[config.mk]
export PLATFORM = sky130hd
export DESIGN_NAME = multi_digit_counter_display
export DESIGN_NICKNAME = d
export VERILOG_FILES = /design/src/rtl/seg7_pkg.sv /design/src/rtl/seg7_decode.sv /design/src/rtl/multi_digit_counter_display.sv
export SDC_FILE = /design/constraint.sdc
export NUM_CORES = 1
export LEC_CHECK = 0
export ABC_AREA = 1
export BUFFER_PORTS_ARGS = -buffer_cell sky130_fd_sc_hd__buf_2
export CAP_MARGIN = 40
export CORE_MARGIN = 2
export CORE_UTILIZATION = 61
export DETAILED_ROUTE_END_ITERATION = 12
export GPL_TIMING_DRIVEN = 0
export PLACE_DENSITY_LB_ADDON = 0.08
export SLEW_MARGIN = 20
export SYNTH_ARGS = -nofsm -noshare
export SYNTH_HDL_FRONTEND = slang
export SYNTH_SLANG_ARGS = --single-unit
[constraint.sdc]
create_clock -name Clk -period 2.6 [get_ports Clk]
set_input_delay 0.39 -clock Clk [delete_from_list [all_inputs] [get_ports Clk]]
set_output_delay 0.39 -clock Clk [all_outputs]
set_load 0.005 [all_outputs]
[src/rtl/seg7_pkg.sv]
// Shared seven-segment constants: active-low codes with dp=1 in bit 7,
// blank/off patterns and the per-digit field width.
package seg7_pkg;
   localparam int unsigned DIGIT_W = 4;

   localparam logic [7:0] SEG_0 = 8'hC0;
   localparam logic [7:0] SEG_1 = 8'hF9;
   localparam logic [7:0] SEG_2 = 8'hA4;
   localparam logic [7:0] SEG_3 = 8'hB0;
   localparam logic [7:0] SEG_4 = 8'h99;
   localparam logic [7:0] SEG_5 = 8'h92;
   localparam logic [7:0] SEG_6 = 8'h82;
   localparam logic [7:0] SEG_7 = 8'hF8;
   localparam logic [7:0] SEG_8 = 8'h80;
   localparam logic [7:0] SEG_9 = 8'h90;
   localparam logic [7:0] SEG_A = 8'h88;
   localparam logic [7:0] SEG_B = 8'h83;
   localparam logic [7:0] SEG_C = 8'hC6;
   localparam logic [7:0] SEG_D = 8'hA1;
   localparam logic [7:0] SEG_E = 8'h86;
   localparam logic [7:0] SEG_F = 8'h8E;

   localparam logic [7:0] SEG_BLANK = 8'hFF;
   localparam logic [7:0] ANODE_OFF = 8'hFF;
endpackage

[src/rtl/seg7_decode.sv]
// Combinational hex digit to active-low seven-segment pattern; i_blank
// forces all segments off.
module seg7_decode
   import seg7_pkg::*;
(
   input  logic [DIGIT_W-1:0] i_value,
   input  logic               i_blank,
   output logic [7:0]         o_seg
);

   always_comb begin
      o_seg = SEG_BLANK;
      if (!i_blank) begin
         case (i_value)
            4'h0: o_seg = SEG_0;
            4'h1: o_seg = SEG_1;
            4'h2: o_seg = SEG_2;
            4'h3: o_seg = SEG_3;
            4'h4: o_seg = SEG_4;
            4'h5: o_seg = SEG_5;
            4'h6: o_seg = SEG_6;
            4'h7: o_seg = SEG_7;
            4'h8: o_seg = SEG_8;
            4'h9: o_seg = SEG_9;
            4'hA: o_seg = SEG_A;
            4'hB: o_seg = SEG_B;
            4'hC: o_seg = SEG_C;
            4'hD: o_seg = SEG_D;
            4'hE: o_seg = SEG_E;
            default: o_seg = SEG_F;
         endcase
      end
   end

endmodule

[src/rtl/multi_digit_counter_display.sv]
// N-digit BCD/hex up/down counter with prescaled tick, wrap pulse and a
// time-multiplexed, registered seven-segment display scan.
module multi_digit_counter_display
   import seg7_pkg::*;
#(
   parameter int unsigned NUM_DIGITS = 4,
   parameter int unsigned BASE       = 10,
   parameter int unsigned COUNT_DIV  = 100000000,
   parameter int unsigned SCAN_DIV   = 100000,
   parameter bit          BLANK_LZ   = 1'b0
)(
   input  logic                          Clk,
   input  logic                          Reset,
   input  logic                          En,
   input  logic                          Up,
   input  logic                          Clear,
   output logic [DIGIT_W*NUM_DIGITS-1:0] Count,
   output logic                          Wrap,
   output logic [7:0]                    display,
   output logic [7:0]                    Anode
);

   localparam int unsigned CW = (COUNT_DIV  > 1) ? $clog2(COUNT_DIV)  : 1;
   localparam int unsigned SW = (SCAN_DIV   > 1) ? $clog2(SCAN_DIV)   : 1;
   localparam int unsigned IW = (NUM_DIGITS > 1) ? $clog2(NUM_DIGITS) : 1;
   localparam logic [DIGIT_W-1:0] DIG_MAX = DIGIT_W'(BASE - 1);

   logic [CW-1:0]                   r_cpre;
   logic [SW-1:0]                   r_spre;
   logic [IW-1:0]                   r_idx;
   logic [DIGIT_W*NUM_DIGITS-1:0]   r_count;
   logic                            r_wrap;
   logic [7:0]                      r_anode;
   logic [7:0]                      r_disp;

   logic                            w_tick;
   logic                            w_scan_step;
   logic [DIGIT_W*NUM_DIGITS-1:0]   w_next;
   logic [DIGIT_W-1:0]              w_dig;
   logic                            w_carry;
   logic [NUM_DIGITS-1:0]           w_lz;
   logic                            w_allz;
   logic [DIGIT_W-1:0]              w_sel_dig;
   logic                            w_sel_blank;
   logic [7:0]                      w_anode;
   logic [7:0]                      w_seg;

   assign w_tick      = En && (r_cpre == CW'(COUNT_DIV - 1));
   assign w_scan_step = (r_spre == SW'(SCAN_DIV - 1));

   // Ripple carry/borrow from digit 0; a carry out of the top digit is the wrap.
   always_comb begin
      w_next  = r_count;
      w_carry = 1'b1;
      w_dig   = '0;
      for (int unsigned i = 0; i < NUM_DIGITS; i++) begin
         w_dig = r_count[i*DIGIT_W +: DIGIT_W];
         if (w_carry) begin
            if (Up) begin
               if (w_dig == DIG_MAX) w_dig = '0;
               else begin
                  w_dig   = w_dig + 1'b1;
                  w_carry = 1'b0;
               end
            end else begin
               if (w_dig == '0) w_dig = DIG_MAX;
               else begin
                  w_dig   = w_dig - 1'b1;
                  w_carry = 1'b0;
               end
            end
         end
         w_next[i*DIGIT_W +: DIGIT_W] = w_dig;
      end
   end

   // Digit i is a leading zero when it and every digit above it are zero.
   always_comb begin
      w_lz   = '0;
      w_allz = 1'b1;
      for (int unsigned k = 0; k < NUM_DIGITS; k++) begin
         w_allz = w_allz && (r_count[(NUM_DIGITS-1-k)*DIGIT_W +: DIGIT_W] == '0);
         w_lz[NUM_DIGITS-1-k] = BLANK_LZ && w_allz && (k != NUM_DIGITS - 1);
      end
   end

   always_comb begin
      w_sel_dig   = '0;
      w_sel_blank = 1'b0;
      w_anode     = ANODE_OFF;
      for (int unsigned i = 0; i < NUM_DIGITS; i++) begin
         if (IW'(i) == r_idx) begin
            w_sel_dig   = r_count[i*DIGIT_W +: DIGIT_W];
            w_sel_blank = w_lz[i];
            w_anode[i]  = 1'b0;
         end
      end
   end

   seg7_decode u_dec (
      .i_value (w_sel_dig),
      .i_blank (w_sel_blank),
      .o_seg   (w_seg)
   );

   always_ff @(posedge Clk or negedge Reset) begin
      if (!Reset) begin
         r_cpre  <= '0;
         r_count <= '0;
         r_wrap  <= 1'b0;
      end else if (Clear) begin
         r_cpre  <= '0;
         r_count <= '0;
         r_wrap  <= 1'b0;
      end else if (En) begin
         r_cpre  <= w_tick ? '0 : r_cpre + 1'b1;
         r_wrap  <= w_tick && w_carry;
         if (w_tick) r_count <= w_next;
      end else begin
         r_wrap  <= 1'b0;
      end
   end

   always_ff @(posedge Clk or negedge Reset) begin
      if (!Reset) begin
         r_spre  <= '0;
         r_idx   <= '0;
         r_anode <= ANODE_OFF;
         r_disp  <= SEG_BLANK;
      end else begin
         r_anode <= w_anode;
         r_disp  <= w_seg;
         if (w_scan_step) begin
            r_spre <= '0;
            r_idx  <= (r_idx == IW'(NUM_DIGITS - 1)) ? '0 : r_idx + 1'b1;
         end else begin
            r_spre <= r_spre + 1'b1;
         end
      end
   end

   assign Count   = r_count;
   assign Wrap    = r_wrap;
   assign display = r_disp;
   assign Anode   = r_anode;

endmodule

After elaboration in Yosys (flattened, before gate mapping). Memories as Yosys holds them, arrays and structs flattened. A register that Yosys moved wholly into a read port is not among the register bits. Index checks and enable logic that the tools add are counted.

$add $sub $neg: 11. Equal/unequal tests: 10. Reduce and logical (&&, ||, !) cells: 17. Multiplexer cells: 48.

Operators with widths (number): 2-to-1 mux 27 bit (3); 2-to-1 mux 4 bit (19); 2-to-1 mux 16 bit (3); adder 27 x 1 -> 27 bit, second input constant (1); equality test 27 bit, second input constant (1); 2-to-1 mux 1 bit (21); adder 17 x 1 -> 17 bit, second input constant (1); equality test 17 bit, second input constant (1); 2-to-1 mux 17 bit (1); adder 4 x 1 -> 4 bit, second input constant (4); equality test 4 bit, second input constant (4); zero test 4 bit (4); subtractor 4 x 1 -> 4 bit, second input constant (4); nonzero test 2 bit (5); AND reduction 3 bit (3); equality test 2 bit, first input constant (2); adder 2 x 1 -> 2 bit, second input constant (1); equality test 1 x 2 -> 1 bit, first input constant (1); equality test 2 bit, second input constant (1); logical AND 1 bit (2); zero test 2 bit (1); 2-to-1 mux 2 bit (1); AND reduction 2 bit (1); zero test 1 bit (1).

Memories: 1. Memory bits (read-only): 112. Output and inout bits: 33. Word-level logic and storage cells: 97. Flip-flop bits (word level): 75.

Memory list: (name not given) (words 16, width 7, rd ports 1, clocked after memory_dff 1, wr ports 0, RTL line seg7_decode.sv:14) `case (i_value)`.

Logic depth before layout (Yosys ltp). Gate-level depths: netlist of the first run.

Depth in word-level cells: 9. Depth in mapped cells: 14. Mapped depth without buffers: 14.

Hierarchy. From an unflattened synthesis of the first run, not the netlist that was laid out.

Cells, all modules: 695. Area total of the unflattened synthesis: 4894.7 um2.

Modules (own cells, without submodules): multi_digit_counter_display (area each 4590.7 um2, instances 1, cells an instance 642); seg7_decode (area each 304.0 um2, instances 1, cells an instance 53).

Worst setup path before layout of the first run. Ideal clock, no wire load.

Kind: register -> register. From: register r_idx[0]. To: register r_disp[5], in the netlist display[5]. Path slack: 534 ps. Cell stages (with the launch flop): 12. Buffers on the path: 1. Arrival: 1980 ps. Cell sequence: dfrtp_1 > ha_1 > clkbuf_1 > inv_1 > o21ai_0 > o21ai_0 > inv_1 > ha_1 > nand2_1 > o21ai_0 > nand2_1 > o21ai_0.

Cells in the longest elaborated chain, start to end: 5. Elaborated cells between the ends (all ways): 8. Classes of those cells: 3 x eq/ne; 4 x mux; 1 x reduce/logical.

RTL lines: start, declared (RTL line multi_digit_counter_display.sv:30) `logic [IW-1:0] r_idx;`; start signal, assigned (RTL line multi_digit_counter_display.sv:135) `r_idx <= (r_idx == IW'(NUM_DIGITS - 1)) ? '0 : r_idx + 1'b1;`; zero test 2 bit (RTL line multi_digit_counter_display.sv:92) `if (IW'(i) == r_idx) begin`; 2-to-1 mux 4 bit (3 in a row) (RTL line multi_digit_counter_display.sv:92); 2-to-1 mux 4 bit * (RTL line multi_digit_counter_display.sv:92); end, declared (RTL line multi_digit_counter_display.sv:34) `logic [7:0] r_disp;`.

Every way passes the cells marked *; elsewhere a longest branch is shown, timed or not. A chain may end at the register's enable or synchronous reset.

Final worst setup path of the first run. Ends and elaborated chain as after synthesis.

==> results.py, run 1 <==
metrics = {
    "critical_path": {
        "worst_path_most_repeated_cell": "sky130_fd_sc_hd__o21ai_0",
        "worst_path_dominant_cell_family": "compound AO/OA/AOI/OAI gates",
        "cp-end-kind": "register",
        "critical_path.startpoint_type": "register",
        "worstPathRequired_ns": 2.90,
        "worst_ep_arrival_time_ns": 2.56,
        "r2r_setup_slack_ns": 0.33,
        "timing.critical_path.slowest_cell_delay_ns": 0.44,
        "crit_slowest_cell": "sky130_fd_sc_hd__dfrtp_1",
        "crit_path_max_fo": 8,
        "timing.critical_path.cells": "ha_1 -> clkbuf_1 -> inv_1 -> o21ai_0 -> o21ai_1 -> inv_1 -> ha_1 -> nand2_1 -> o21ai_0 -> nand2_1 -> o21ai_0",
        "critical_path_buf_inv_count": 3,
        "timing_worst_setup_path_type": "register to register",
    },
    "global_route": {
        "grt_pass1_vias": 4359,
        "busiest_layer": "met2",
        "globalRoute.totalOverflow": 0,
        "grt_max_degree": 45,
        "grt_antenna_before_repair": 0,
        "met3_usage_pct": 4.930,
        "grt.total_usage_pct": 28.36,
        "grt_util_met1_pct": 36.19,
        "wire_length_of_the_first_global_routing_pass_um": 19510,
        "met2_track_demand_over_resource_pct": 47.79,
    },
    "clocking": {
        "clock_tree.root_cell": "sky130_fd_sc_hd__clkbuf_8",
        "clk_pin_slew_worst_paths_ns": 0.10,
        "worstSkewPairLatency_ns": 0.38,
        "clock_sinks": 74,
        "htree_num_levels": 3,
        "cts_made_buffers": 9,
        "cts_tree": "done",
        "worst_case_clock_buffer_depth": 2,
        "postCtsSetupBuffers": 0,
    },
    "floorplanning": {
        "die_h_um": 91.99,
        "initial_core_util_pct": 62.07,
        "design.die.area_um2": 8461,
        "placementRows": 32,
        "floorplan.io_pins": 38,
        "die-width_um": 91.99,
        "coreArea_um2": 7607,
    },
    "sta": {
        "period_minus_slack_ns": 2.266,
        "setup_viol": 0,
        "rsz0062_at_grt": "false",
        "fin_setup_tns_ns": 0,
        "worst_clock_skew_ns": 0.01890,
        "timing.final.crit_share_pct": 87.17,
        "hold_viol_final": 0,
        "drv_slew": 0,
        "timing.fmax_mhz": 441.2,
        "final_critical_path_setup_slack_ns": 0.3335,
        "hold_slack_ns": 0.3409,
    },
    "cells_and_area": {
        "num-nets-final": 757,
        "layout-area-overhead-vs-synth_pct": 11.90,
        "postLayoutCoreUtil_pct": 69.46,
        "num_antenna_cells": 0,
        "final_layout_size_suffix_gt1_share_pct": 12.08,
    },
    "logic_synthesis": {
        "synthXorXnorAreaFrac_pct": 2.597,
        "synth.ff_latch_count": 74,
        "synthCells": 692,
        "async_reset_ff_share_pct": 100.0,
        "proportion_of_netlist_area_held_by_the_largest_area_contributor_pct": 33.39,
        "ys.flop_type": "sky130_fd_sc_hd__dfrtp_1",
        "yosysWarnings": 0,
        "synth_top_family_by_area": "simple AND/OR/NAND/NOR gates",
        "synth.lib_cells_used.distinct": 36,
        "synth-compound-area-share_pct": 7.260,
        "synth_adder_area_share_pct": 3.180,
        "average_size_of_a_mapped_cell_um2": 6.824,
        "post-synth-top-area-cell": "sky130_fd_sc_hd__dfrtp_1",
        "synth-edff-count": 0,
        "post_synth_mux_area_share_pct": 0.2120,
        "synth_simple_gate_area_share_pct": 38.26,
        "synth-seq-area-share_pct": 39.51,
        "synth_area_leaders": "sky130_fd_sc_hd__dfrtp_1, sky130_fd_sc_hd__nand2_1, sky130_fd_sc_hd__nor2_1",
        "synthesis.area_um2": 4722,
    },
    "detailed_routing": {
        "drt-vias-per-instance": 5.466,
        "drt-total-wl_um": 11360,
        "drt_iter0_markers": 303,
        "wl_per_cell_um": 13.41,
        "dr_total_vias": 4630,
        "detailedRoute.firstPassIterationCount": 5,
        "drtAntennaViolNets": 0,
        "drcViolationCount": 0,
    },
    "place": {
        "dpl_worst_slack_ns": 0.1930,
        "finalWeightedCongestion": 0.9401,
        "place.detailed.hpwl_um": 8342,
        "port-buffer-count": 30,
    },
    "outcome": {
        "run_status": "complete, no violations",
    },
    "power": {
        "power_per_cell_area_nw_per_um2": 472.3,
        "vdd_drop_max_mv": 0.2767,
        "static_leakage_power_nw": 2.637,
        "report.power.total_mw": 2.495,
    },
    "job": {
        "cap_violations": 0,
    },
    "hold_path": {
        "min-delay-path-class": "input port to register",
    },
}
[registers in the layout (all words and copies together) (netlist names)]
register and cells:
Anode 4, Count 16, Wrap 1, display 7
r_cpre 27, r_idx 2, r_spre 17
[power breakdown]
part / internal, mW / leakage, nW / switching (mW)
clock: 0.560 / 0.114 / 0.519
combinational: 0.0715 / 1.55 / 0.150
sequential: 1.17 / 0.974 / 0.0259
[synth_stat cells, types with 3 or more instances]
cell type,number
sky130_fd_sc_hd__buf_4,6
sky130_fd_sc_hd__nor2_4,3
sky130_fd_sc_hd__nand3_1,58
sky130_fd_sc_hd__nand2_1,206
sky130_fd_sc_hd__clkbuf_1,5
sky130_fd_sc_hd__dfrtp_1,63
sky130_fd_sc_hd__o21ai_0,30
sky130_fd_sc_hd__inv_1,84
sky130_fd_sc_hd__ha_1,12
sky130_fd_sc_hd__nand4_1,16
sky130_fd_sc_hd__nand2_2,4
sky130_fd_sc_hd__a21oi_1,27
sky130_fd_sc_hd__nor2_2,6
sky130_fd_sc_hd__xor2_1,12
sky130_fd_sc_hd__dfstp_2,11
sky130_fd_sc_hd__nor3_1,17
sky130_fd_sc_hd__buf_2,5
sky130_fd_sc_hd__nor2_1,104
[placed cells by master, fill, tap and decap left out, types with 4 or more instances in the layout]
| master | synthesis | final |
|---|---|---|
| sky130_fd_sc_hd__nor3_1 | 17 | 17 |
| sky130_fd_sc_hd__nor2_1 | 104 | 104 |
| sky130_fd_sc_hd__ha_1 | 12 | 12 |
| sky130_fd_sc_hd__o21ai_0 | 30 | 28 |
| sky130_fd_sc_hd__conb_1 | 1 | 5 |
| sky130_fd_sc_hd__dfstp_2 | 11 | 11 |
| sky130_fd_sc_hd__inv_1 | 84 | 84 |
| sky130_fd_sc_hd__nand3_1 | 58 | 58 |
| sky130_fd_sc_hd__nand4_1 | 16 | 16 |
| sky130_fd_sc_hd__xor2_1 | 12 | 12 |
| sky130_fd_sc_hd__clkbuf_8 | 0 | 9 |
| sky130_fd_sc_hd__dfrtp_1 | 63 | 63 |
| sky130_fd_sc_hd__buf_2 | 5 | 34 |
| sky130_fd_sc_hd__clkbuf_1 | 5 | 5 |
| sky130_fd_sc_hd__nor2_2 | 6 | 6 |
| sky130_fd_sc_hd__a21oi_1 | 27 | 27 |
| sky130_fd_sc_hd__nand2_1 | 206 | 206 |
| sky130_fd_sc_hd__nand2_2 | 4 | 4 |
| sky130_fd_sc_hd__buf_4 | 6 | 7 |
[metrics by stage]
stage	cells	cell area [um^2]
finish	847	5284
CTS	846	5279
floorplan	696	4737
detailed placement	829	5037
global route	847	5284
global placement	828	5015
[what timing repair did]
item                                    4_1_cts  5_1_grt
hold buffers                                  1        0
endpoints found under the hold margin        29        0
endpoints found under the setup margin        0        6
gates resized for setup                       0        2
[final cells by class]
cell class	count	area [um^2]
clock inverter	7	107.6
fill	648	2323
timing repair buffer	33	187.7
sequential	74	1866
clock buffer	9	123.9
multi-input combinational	520	2451
inverter	84	315.3
tap	102	127.6
buffer	18	105.1
[per-layer routing]
metal | vias up | routed length, um | share of wire (%)
met5 | - | 0 | 0
met4 | 0 | 296 | 2.6
met3 | 34 | 726 | 6.4
met2 | 161 | 5464 | 48
met1 | 2164 | 4873 | 43
li1 | 2271 | - | -
[worst paths after layout]
check                      depth (start not counted)    endpoint       from
hold / removal                                     3   r_cpre[0]         En
setup / recovery                                  11  display[5]   r_idx[0]
hold reg to reg                                    1   r_spre[0]  r_spre[0]
setup reg to reg                                  11  display[5]   r_idx[0]
max in group asynchronous                          3    Anode[2]      Reset
min in group asynchronous                          2  r_cpre[20]      Reset
[cells by family (layout without fill, tap and decap cells)]
| kind of cell | after synthesis | in the layout |
|---|---|---|
| adders and majority gates | 12 | 12 |
| and+or+nand+nor | 423 | 423 |
| muxes | 1 | 1 |
| buffers and inverters | 102 | 151 |
| xor gates and xnor gates | 14 | 14 |
| AOI/OAI and AO/OA | 65 | 65 |
| DFF | 74 | 74 |
| other | 1 | 5 |
[worst register-to-register path: stages (launching register included)]
cell and delay (ns):
sky130_fd_sc_hd__dfrtp_1 0.44, sky130_fd_sc_hd__ha_1 0.21, sky130_fd_sc_hd__clkbuf_1 0.18, sky130_fd_sc_hd__inv_1 0.12, sky130_fd_sc_hd__o21ai_0 0.09, sky130_fd_sc_hd__o21ai_1 0.40
sky130_fd_sc_hd__inv_1 0.16, sky130_fd_sc_hd__ha_1 0.27, sky130_fd_sc_hd__nand2_1 0.09, sky130_fd_sc_hd__o21ai_0 0.09, sky130_fd_sc_hd__nand2_1 0.06, sky130_fd_sc_hd__o21ai_0 0.07
Note: power is estimated with default switching activity, not from simulation.
==> run 2: changes to the inputs <==
--- a/config.mk
+++ b/config.mk
@@ -6,11 +6,11 @@
 export NUM_CORES = 1
 export LEC_CHECK = 0
 export ABC_AREA = 1
-export BUFFER_PORTS_ARGS = -buffer_cell sky130_fd_sc_hd__buf_2
 export CAP_MARGIN = 40
 export CORE_MARGIN = 2
-export CORE_UTILIZATION = 61
+export CORE_UTILIZATION = 64
 export DETAILED_ROUTE_END_ITERATION = 12
+export DONT_BUFFER_PORTS = 1
 export GPL_TIMING_DRIVEN = 0
 export PLACE_DENSITY_LB_ADDON = 0.08
 export SLEW_MARGIN = 20
==> run 2 against run 1 <==
Compared with the run above:
- sequential cell count unchanged
- clock power decreased by 25%
- non-clock buffer count decreased by 30
==> results.py, run 2 (synthesized netlist as in run 1, its figures left out) <==
metrics = {
    "power": {
        "vdd_drop_max_mv": 0.2580,
        "power_per_cell_area_nw_per_um2": 436.0,
        "static_leakage_power_nw": 2.461,
        "report.power.total_mw": 2.215,
    },
    "place": {
        "finalWeightedCongestion": 0.9325,
        "placed_cell_area_um2": 4865,
        "port-buffer-count": 0,
        "dpl_worst_slack_ns": 0.1500,
        "place.detailed.hpwl_um": 7953,
    },
    "cells_and_area": {
        "num_antenna_cells": 0,
        "most-common-layout-cells": "sky130_fd_sc_hd__nand2_1, sky130_fd_sc_hd__nor2_1, sky130_fd_sc_hd__inv_1, sky130_fd_sc_hd__dfrtp_1, sky130_fd_sc_hd__nand3_1",
        "filler_cell_count": 650,
        "largest-register": "r_cpre",
        "num-nets-final": 727,
        "layout-area-overhead-vs-synth_pct": 7.578,
        "largest_register_ffs": 27,
        "multiInputGateArea_um2": 2451,
        "sequential_cell_area_um2": 1866,
        "final_layout_size_suffix_gt1_share_pct": 8.252,
        "layout.cell_area.non_filler_um2": 5080,
        "layout.cells.most_common": "sky130_fd_sc_hd__nand2_1",
    },
    "sta": {
        "setup_viol": 0,
        "slew_headroom_pct": 66.11,
        "fin_setup_tns_ns": 0,
        "hold_viol_final": 0,
        "drv_slew": 0,
        "timing_worst_slew_pin_value_ns": 0.5083,
        "period_minus_slack_ns": 2.252,
        "timing.final.crit_share_pct": 86.63,
        "worst_clock_skew_ns": 0.009428,
        "hold_slack_ns": 0.1818,
        "rsz0062_at_grt": "false",
        "timing.fmax_mhz": 444.0,
        "final_critical_path_setup_slack_ns": 0.3477,
    },
    "global_route": {
        "grt_pass1_vias": 4227,
        "grt_max_degree": 75,
        "grt.total_usage_pct": 28.12,
        "grt_antenna_before_repair": 0,
        "globalRoute.totalOverflow": 0,
        "wire_length_of_the_first_global_routing_pass_um": 18610,
    },
    "detailed_routing": {
        "drcViolationCount": 0,
        "drtAntennaViolNets": 0,
        "drt_iter0_markers": 258,
        "drt-vias-per-instance": 5.447,
        "detailedRoute.firstPassIterationCount": 5,
        "wl_per_cell_um": 13.38,
        "dr_total_vias": 4434,
        "drt-total-wl_um": 10890,
    },
    "clocking": {
        "clock_sinks": 74,
        "htree_num_levels": 3,
        "worstSkewPairLatency_ns": 0.35,
        "cts_made_buffers": 9,
        "clock_tree.root_cell": "sky130_fd_sc_hd__clkbuf_8",
        "cts_tree": "done",
        "worst_case_clock_buffer_depth": 2,
        "postCtsSetupBuffers": 0,
        "clk_pin_slew_worst_paths_ns": 0.08,
    },
    "floorplanning": {
        "floorplan.io_pins": 38,
        "initial_core_util_pct": 65.45,
        "placementRows": 31,
        "die-width_um": 89.90,
        "coreArea_um2": 7214,
        "die_h_um": 89.90,
        "design.die.area_um2": 8081,
    },
    "critical_path": {
        "crit_path_max_fo": 8,
        "timing_worst_setup_path_type": "register to register",
        "critical_path.startpoint_type": "register",
        "worstRegToRegCells": 11,
        "worstPathRequired_ns": 2.88,
        "cp-end-kind": "register",
        "worst_ep_arrival_time_ns": 2.53,
    },
    "job": {
        "cap_violations": 0,
    },
    "outcome": {
        "run_status": "complete, no violations",
    },
    "hold_path": {
        "worst_hold_stages": 2,
        "min-delay-path-class": "input port to register",
    },
}
run 2: path summary, 6_finish.rpt:
check                                from  slack (ns)    endpoint
worst max-delay path             r_idx[0]        0.35  display[5]
worst min-delay path                   En        0.18   r_cpre[1]
worst max register to register   r_idx[0]        0.35  display[5]
worst min register to register  r_spre[0]        0.48   r_spre[0]
max in group asynchronous           Reset        1.62  display[4]
min in group asynchronous           Reset        0.65   r_cpre[6]
run 2: power by group:
group          switching [mW]  total (mW)  internal [mW]
logic                   0.142       0.204         0.0619
clock network           0.458       0.812          0.354
registers              0.0303        1.20           1.17
total                   0.631        2.21           1.58
run 2: worst max-delay path, stage by stage, from the launching register on:
cell and delay, ns:
sky130_fd_sc_hd__dfrtp_1 0.43, sky130_fd_sc_hd__ha_1 0.21, sky130_fd_sc_hd__clkbuf_1 0.19, sky130_fd_sc_hd__inv_1 0.14
sky130_fd_sc_hd__o21ai_0 0.09, sky130_fd_sc_hd__o21ai_1 0.38, sky130_fd_sc_hd__inv_1 0.16, sky130_fd_sc_hd__ha_1 0.27
sky130_fd_sc_hd__nand2_1 0.09, sky130_fd_sc_hd__o21ai_0 0.08, sky130_fd_sc_hd__nand2_1 0.06, sky130_fd_sc_hd__o21ai_0 0.07
run 2: layer usage:
layer  global-route usage (%)  up-vias  wire length [um]  share of wire, %
met2                    47.35      180              5118                47
met4                    11.15        0               312               2.9
li1                         -     2218                 -                 -
met5                        0        -                 0                 0
met3                    8.131       25               874               8.0
met1                    34.22     2011              4586                42
run 2: per-stage QoR:
step	cells	utilization (%)
after global routing	814	70.41
final	814	70.41
after floorplan	696	-
after detailed placement	796	67.43
after global placement	795	67.38
after CTS	814	70.41
run 2: cell type report:
type	count	share of cell area (%)
sequential	74	36.72
inverter	84	6.207
clock inverter	7	1.059
timing repair buffer	3	0.8128
clock buffer	9	2.438
tap	99	2.438
buffer	18	2.069
multi-input combinational	520	48.25
run 2: repair_timing:
action / CTS / global route
gates resized for setup: 0 / 2
hold buffers: 2 / 0
hold endpoints to repair: 74 / 0
endpoints found under the setup margin: 0 / 4
